## src/rtl/con_mon.sv

```systemverilog
// Passive monitor for the mod-6 up/down counter bus: classifies each code as step/hold/error and recovers direction.
// Latency: one cycle from a sampled code to its registered classification.
// Backpressure: none; one code is accepted every clock.
module con_mon #(
    parameter int POS_W  = 8,
    parameter int ERR_W  = 4,
    parameter int LOCK_N = 3
) (
    input  logic                    clk,
    input  logic                    res,
    input  logic [2:0]              cnt,
    input  logic                    clr,
    output logic                    dir,
    output logic                    step,
    output logic                    hold,
    output logic                    rev,
    output logic                    err,
    output logic                    locked,
    output logic signed [POS_W-1:0] pos,
    output logic [ERR_W-1:0]        err_cnt
);

    typedef enum logic {
        UNLOCKED = 1'b0,
        LOCKED   = 1'b1
    } state_t;

    localparam logic [3:0] LOCK_V = 4'(LOCK_N);

    state_t     state, state_nxt;
    logic [3:0] run, run_nxt;
    logic [2:0] prev, succ, pred;
    logic       have_dir;
    logic       legal, is_hold, is_up, is_dn, is_step, is_err;

    always_comb begin
        legal   = (cnt <= 3'd5);
        succ    = (prev == 3'd5) ? 3'd0 : prev + 3'd1;
        pred    = (prev == 3'd0) ? 3'd5 : prev - 3'd1;
        is_hold = legal && (cnt == prev);
        is_up   = legal && !is_hold && (cnt == succ);
        is_dn   = legal && !is_hold && !is_up && (cnt == pred);
        is_step = is_up || is_dn;
        // Illegal codes and skips both count as errors
        is_err  = !legal || (legal && !is_hold && !is_step);
    end

    always_comb begin
        state_nxt = state;
        run_nxt   = run;
        if (clr) begin
            state_nxt = UNLOCKED;
            run_nxt   = 4'd0;
        end else begin
            case (state)
                UNLOCKED: begin
                    if (is_err) begin
                        run_nxt = 4'd0;
                    end else if (is_step) begin
                        run_nxt = run + 4'd1;
                        if (run_nxt >= LOCK_V) state_nxt = LOCKED;
                    end
                end
                LOCKED: begin
                    if (is_err) begin
                        state_nxt = UNLOCKED;
                        run_nxt   = 4'd0;
                    end
                end
                default: begin
                    state_nxt = UNLOCKED;
                    run_nxt   = 4'd0;
                end
            endcase
        end
    end

    always_ff @(posedge clk or negedge res) begin
        if (!res) begin
            state <= UNLOCKED;
            run   <= 4'd0;
        end else begin
            state <= state_nxt;
            run   <= run_nxt;
        end
    end

    assign locked = (state == LOCKED);

    always_ff @(posedge clk or negedge res) begin
        if (!res) begin
            prev     <= 3'd4;
            dir      <= 1'b1;
            step     <= 1'b0;
            hold     <= 1'b0;
            rev      <= 1'b0;
            err      <= 1'b0;
            pos      <= '0;
            err_cnt  <= '0;
            have_dir <= 1'b0;
        end else if (clr) begin
            prev     <= legal ? cnt : 3'd4;
            dir      <= 1'b1;
            step     <= 1'b0;
            hold     <= 1'b0;
            rev      <= 1'b0;
            err      <= 1'b0;
            pos      <= '0;
            err_cnt  <= '0;
            have_dir <= 1'b0;
        end else begin
            step <= is_step;
            hold <= is_hold;
            err  <= is_err;
            rev  <= is_step && have_dir && (is_up != dir);
            if (is_step) begin
                dir      <= is_up;
                have_dir <= 1'b1;
                pos      <= is_up ? pos + POS_W'(1) : pos - POS_W'(1);
            end
            // Skips resynchronise on the new code; illegal codes leave prev alone
            if (legal && !is_hold) prev <= cnt;
            if (is_err && (err_cnt != '1)) err_cnt <= err_cnt + ERR_W'(1);
        end
    end

endmodule

```

## config.mk

```make
export PLATFORM = sky130hd
export DESIGN_NAME = con_mon
export DESIGN_NICKNAME = d
export VERILOG_FILES = /design/src/rtl/con_mon.sv
export SDC_FILE = /design/constraint.sdc
export NUM_CORES = 1
export LEC_CHECK = 0
export BUFFER_PORTS_ARGS = -buffer_cell sky130_fd_sc_hd__buf_2
export CORE_UTILIZATION = 35
export DETAILED_ROUTE_END_ITERATION = 6
export GPL_TIMING_DRIVEN = 0
export SKIP_CTS_REPAIR_TIMING = 1
export SLEW_MARGIN = 40
export SYNTH_ARGS = -nofsm -noshare
export SYNTH_HDL_FRONTEND = slang
export SYNTH_SLANG_ARGS = --single-unit
```

## constraint.sdc

```tcl
create_clock -name clk -period 7.3 [get_ports clk]
set_input_delay 0.73 -clock clk [delete_from_list [all_inputs] [get_ports clk]]
set_output_delay 0.73 -clock clk [all_outputs]
set_load 0.02 [all_outputs]
```

==> qor.yml <==
outcome:
  run_status: "finished, final reports clean"
floorplanning:
  core_area_mm2: 0.005107
  dieWidth_um: 74.81
  die_y_um: 74.81
  num_io_pins: 24
  row_count: 26
  fp.dieArea_mm2: 0.005597
  floorplan.initialDensity: 0.3633
logic_synthesis:
  yosysWarningCount: 0
  synth-adder-area-share: 0.07148
  netlist.area_leader.share: 0.3237
  synth-simple-area-share: 0.2353
  synth_area_leaders: "sky130_fd_sc_hd__dfrtp_1 32%, sky130_fd_sc_hd__ha_1 6.1%, sky130_fd_sc_hd__a21oi_1 5.1%"
  synthesized_area_per_cell_um2: 8.878
  synth_xor_xnor_area_share: 0.02832
  synth-seq-cells: 26
  post_synth_mux_area_share: 0.03641
  synthesized_nets: 225
  synth-compound-area-share: 0.2272
  synth_cells: 209
  netlist_area_mm2: 0.001856
  combinational_family_with_the_most_area_after_synthesis: "simple AND/OR/NAND/NOR gates"
  synthDominantAreaCellType: "sky130_fd_sc_hd__dfrtp_1"
  async_reset_ff_frac: 1.000
  yosys_cell_types: 57
  ys_seq_area_frac: 0.3520
  synthFlopType: "sky130_fd_sc_hd__dfrtp_1"
  edff_count_synth: 0
global_route:
  grt_overflow: 0
  first_pass_grt_wire_length_um: 6969
  groute.layer.met2.usage: 0.2503
  grt_start_max_net_pins: 27
  number_of_global_route_vias_before_repair: 1476
  grt_use_met1: 0.2329
  gr-max-usage-layer: "met2"
  gr-usage-all-layers: 0.1611
  number_of_antenna_violations_at_the_first_check_in_global_routing: 0
  globalRouteMet3Util: 0.02811
sta:
  relSlewSlack: 0.6022
  setup-violations-final: 0
  finClkSkew_ns: 0.001367
  achievable-frequency_mhz: 296.0
  report.final.hold_viol_count: 0
  worst_max_slew_pin_slew_ns: 0.5966
  final.min_clock_period_ns: 3.378
  timing.final.crit_share: 0.4627
  setup-tns-final_ns: 0
  rsz0062_at_grt: "no"
  maxSlewViolCount: 0
power:
  overall_power_after_layout_uw: 456.8
  power.density_mw_per_mm2: 216.7
  maximum_vdd_ir_drop_mv: 0.09927
  p_leak_uw: 0.0009197
min_path:
  min_path_type: "in -> async"
critical_path:
  timing.critical_path.fanout_max: 9
  worst-setup-path-type: "in -> reg"
  worst_setup_path_start_kind: "primary input"
  crit_path_end: "pos[7]$_DFFE_PN0P_"
  path_cells: "buf_2 -> nor2b_1 -> buf_2 -> a21oi_1 -> mux2_2 -> o22ai_4 -> inv_1 -> ha_1 -> a211oi_1 -> o21ai_0 -> a21oi_1 -> nand2_1 -> mux2_1 -> nand4_1"
  slowest_stage_cell_crit_path: "sky130_fd_sc_hd__ha_1"
  required_arrival_time_at_the_worst_endpoint_ns: 7.51
  worstSetupStartpoint: "cnt[0]"
  timing.rr.end: "pos[7]$_DFFE_PN0P_"
  endpoint_class_of_the_critical_path: "register"
  endpoint_arrival_time_on_the_critical_path_ns: 3.58
  critical_path.max_stage_delay_ns: 0.34
  rr_worst_depth: 12
  reg2reg_slack_ns: 3.99
  regToRegStartpoint: "prev[2]$_DFFE_PN1P_"
layout:
  ratio_of_cells_with_drive_above_1_in_the_final_layout: 0.2000
  finish.net_count: 252
  diodes: 0
  postLayoutCellArea_mm2: 0.002108
  area_growth_syn_to_layout_pct: 13.62
routing:
  wl_per_cell_um: 13.60
  viasPerCell: 5.243
  first_pass_iteration_count_of_the_detailed_router: 4
  via_count: 1599
  detailedRoute.firstIterationViolations: 76
  postRouteWirelength_um: 4149
  ant_nets: 0
  drc_violation_count_after_routing: 0
clock_tree:
  clockRootBuffer: "sky130_fd_sc_hd__clkbuf_8"
  tritoncts_clock_tree: "built"
  worst_skew_pair.late_latency_ns: 0.27
  clkSinkCount: 26
  cts_buffer_depth: 2
  cts_inserted_buffers: 3
  cts.reportedPaths.clkPinSlew_ns: 0.09
  cts.htree.levels: 1
place:
  port_buffers: 22
  dpl-instance-area_mm2: 0.002053
  hpwl_um: 2976
  finalWeightedCongestion: 0.9123
flow_run:
  max_cap_violations: 0
[layer usage]
layer | up-vias | share of wire
met3 | 4 | 0.032
li1 | 801 | -
met4 | 0 | 0.013
met2 | 31 | 0.44
met5 | - | 0
met1 | 763 | 0.51
[kinds of logic after synthesis]
group                    after synthesis
AND/OR/NAND/NOR                       80
AO/OA/AOI/OAI                         60
flip-flops                            26
buffers and inverters                 21
adder cells (fa/ha/maj)               10
XOR/XNOR                               6
multiplexers                           6
[cells in the final DEF, fill, tap and decap left out, types with 4 or more instances in the layout]
| cell type | count |
|---|---|
| sky130_fd_sc_hd__dfrtp_1 | 24 |
| sky130_fd_sc_hd__buf_2 | 29 |
| sky130_fd_sc_hd__o21ai_0 | 13 |
| sky130_fd_sc_hd__nand2b_1 | 14 |
| sky130_fd_sc_hd__nand3_1 | 7 |
| sky130_fd_sc_hd__a21oi_1 | 19 |
| sky130_fd_sc_hd__xnor2_1 | 4 |
| sky130_fd_sc_hd__clkbuf_8 | 4 |
| sky130_fd_sc_hd__ha_1 | 9 |
| sky130_fd_sc_hd__nor2_1 | 15 |
| sky130_fd_sc_hd__nand2_1 | 13 |
| sky130_fd_sc_hd__inv_1 | 9 |
| sky130_fd_sc_hd__nor3_1 | 6 |
| sky130_fd_sc_hd__nor2b_1 | 8 |
[cells in the mapped netlist, types with 2 or more instances]
cell type	instances
sky130_fd_sc_hd__dfstp_2	2
sky130_fd_sc_hd__ha_1	9
sky130_fd_sc_hd__nand2b_1	14
sky130_fd_sc_hd__o31a_1	2
sky130_fd_sc_hd__nor2b_1	8
sky130_fd_sc_hd__nand2_1	13
sky130_fd_sc_hd__a31oi_1	2
sky130_fd_sc_hd__a21oi_1	19
sky130_fd_sc_hd__a21o_1	2
sky130_fd_sc_hd__o21bai_1	2
sky130_fd_sc_hd__and3_1	2
sky130_fd_sc_hd__or4_1	2
sky130_fd_sc_hd__nor2_1	15
sky130_fd_sc_hd__o211ai_1	3
sky130_fd_sc_hd__clkbuf_1	3
sky130_fd_sc_hd__xnor2_1	4
sky130_fd_sc_hd__xor2_1	2
sky130_fd_sc_hd__o31ai_1	2
sky130_fd_sc_hd__dfrtp_1	24
sky130_fd_sc_hd__inv_1	9
sky130_fd_sc_hd__o21ai_0	13
sky130_fd_sc_hd__nor3_1	6
sky130_fd_sc_hd__nor4_1	2
sky130_fd_sc_hd__buf_2	7
sky130_fd_sc_hd__nor3b_1	2
sky130_fd_sc_hd__nand3_1	7
sky130_fd_sc_hd__mux2i_1	3
[state kept, by name, indices dropped and copies added (netlist names)]
signal,flops
dir,1
err,1
err_cnt,4
have_dir,1
hold,1
locked,1
pos,8
prev,3
rev,1
run,4
step,1
[how the worst min path moves through the flow]
| stage | end | from | cells past startpoint | slack [ns] |
|---|---|---|---|---|
| floorplan | err$_DFF_PN0_ | res | 0 | 0.43 |
| global placement | rev$_DFF_PN0_ | have_dir$_DFFE_PN0P_ | 1 | 0.50 |
| detailed placement | rev$_DFF_PN0_ | have_dir$_DFFE_PN0P_ | 1 | 0.50 |
| CTS | pos[3]$_DFFE_PN0P_ | res | 1 | 0.48 |
| global route | pos[4]$_DFFE_PN0P_ | res | 1 | 0.50 |
| finish | pos[3]$_DFFE_PN0P_ | res | 1 | 0.45 |
[power by group]
part	switching (µW)	leakage, µW	internal (µW)	total, µW
sequential	15.3	0.000343	160	176
combinational	108	0.000548	79.3	187
clock	45.5	0.0000288	48.2	93.7
[metrics by stage]
| step | setup WS, ns | cells | hold WS, ns | utilization |
|---|---|---|---|---|
| global placement | 3.735 | 301 | 0.5001 | 0.4020 |
| finish | 3.922 | 305 | 0.4528 | 0.4128 |
| global route | 3.744 | 305 | 0.4965 | 0.4128 |
| detailed placement | 3.693 | 301 | 0.4968 | 0.4020 |
| CTS | 3.970 | 305 | 0.4781 | 0.4128 |
| floorplan | 4.278 | 209 | 0.4344 | - |
[critical path, delay by kind of cell]
kind,cells,cell delay (ns)
AOI/OAI and AO/OA,5,1.05
muxes,2,0.59
buffers and inverters,3,0.57
adders and majority gates,1,0.34
and+or+nand+nor,3,0.30
[area by class of cell]
type | count | area (µm²)
repair buffers | 22 | 110.1
inverters | 10 | 37.54
flip-flops and latches | 26 | 653.1
plain buffers | 11 | 53.80
fillers | 520 | 2999
well taps | 70 | 87.58
clock buffers | 4 | 55.05
multi-input cells | 162 | 1111
Power figures use the tool's default switching activity.
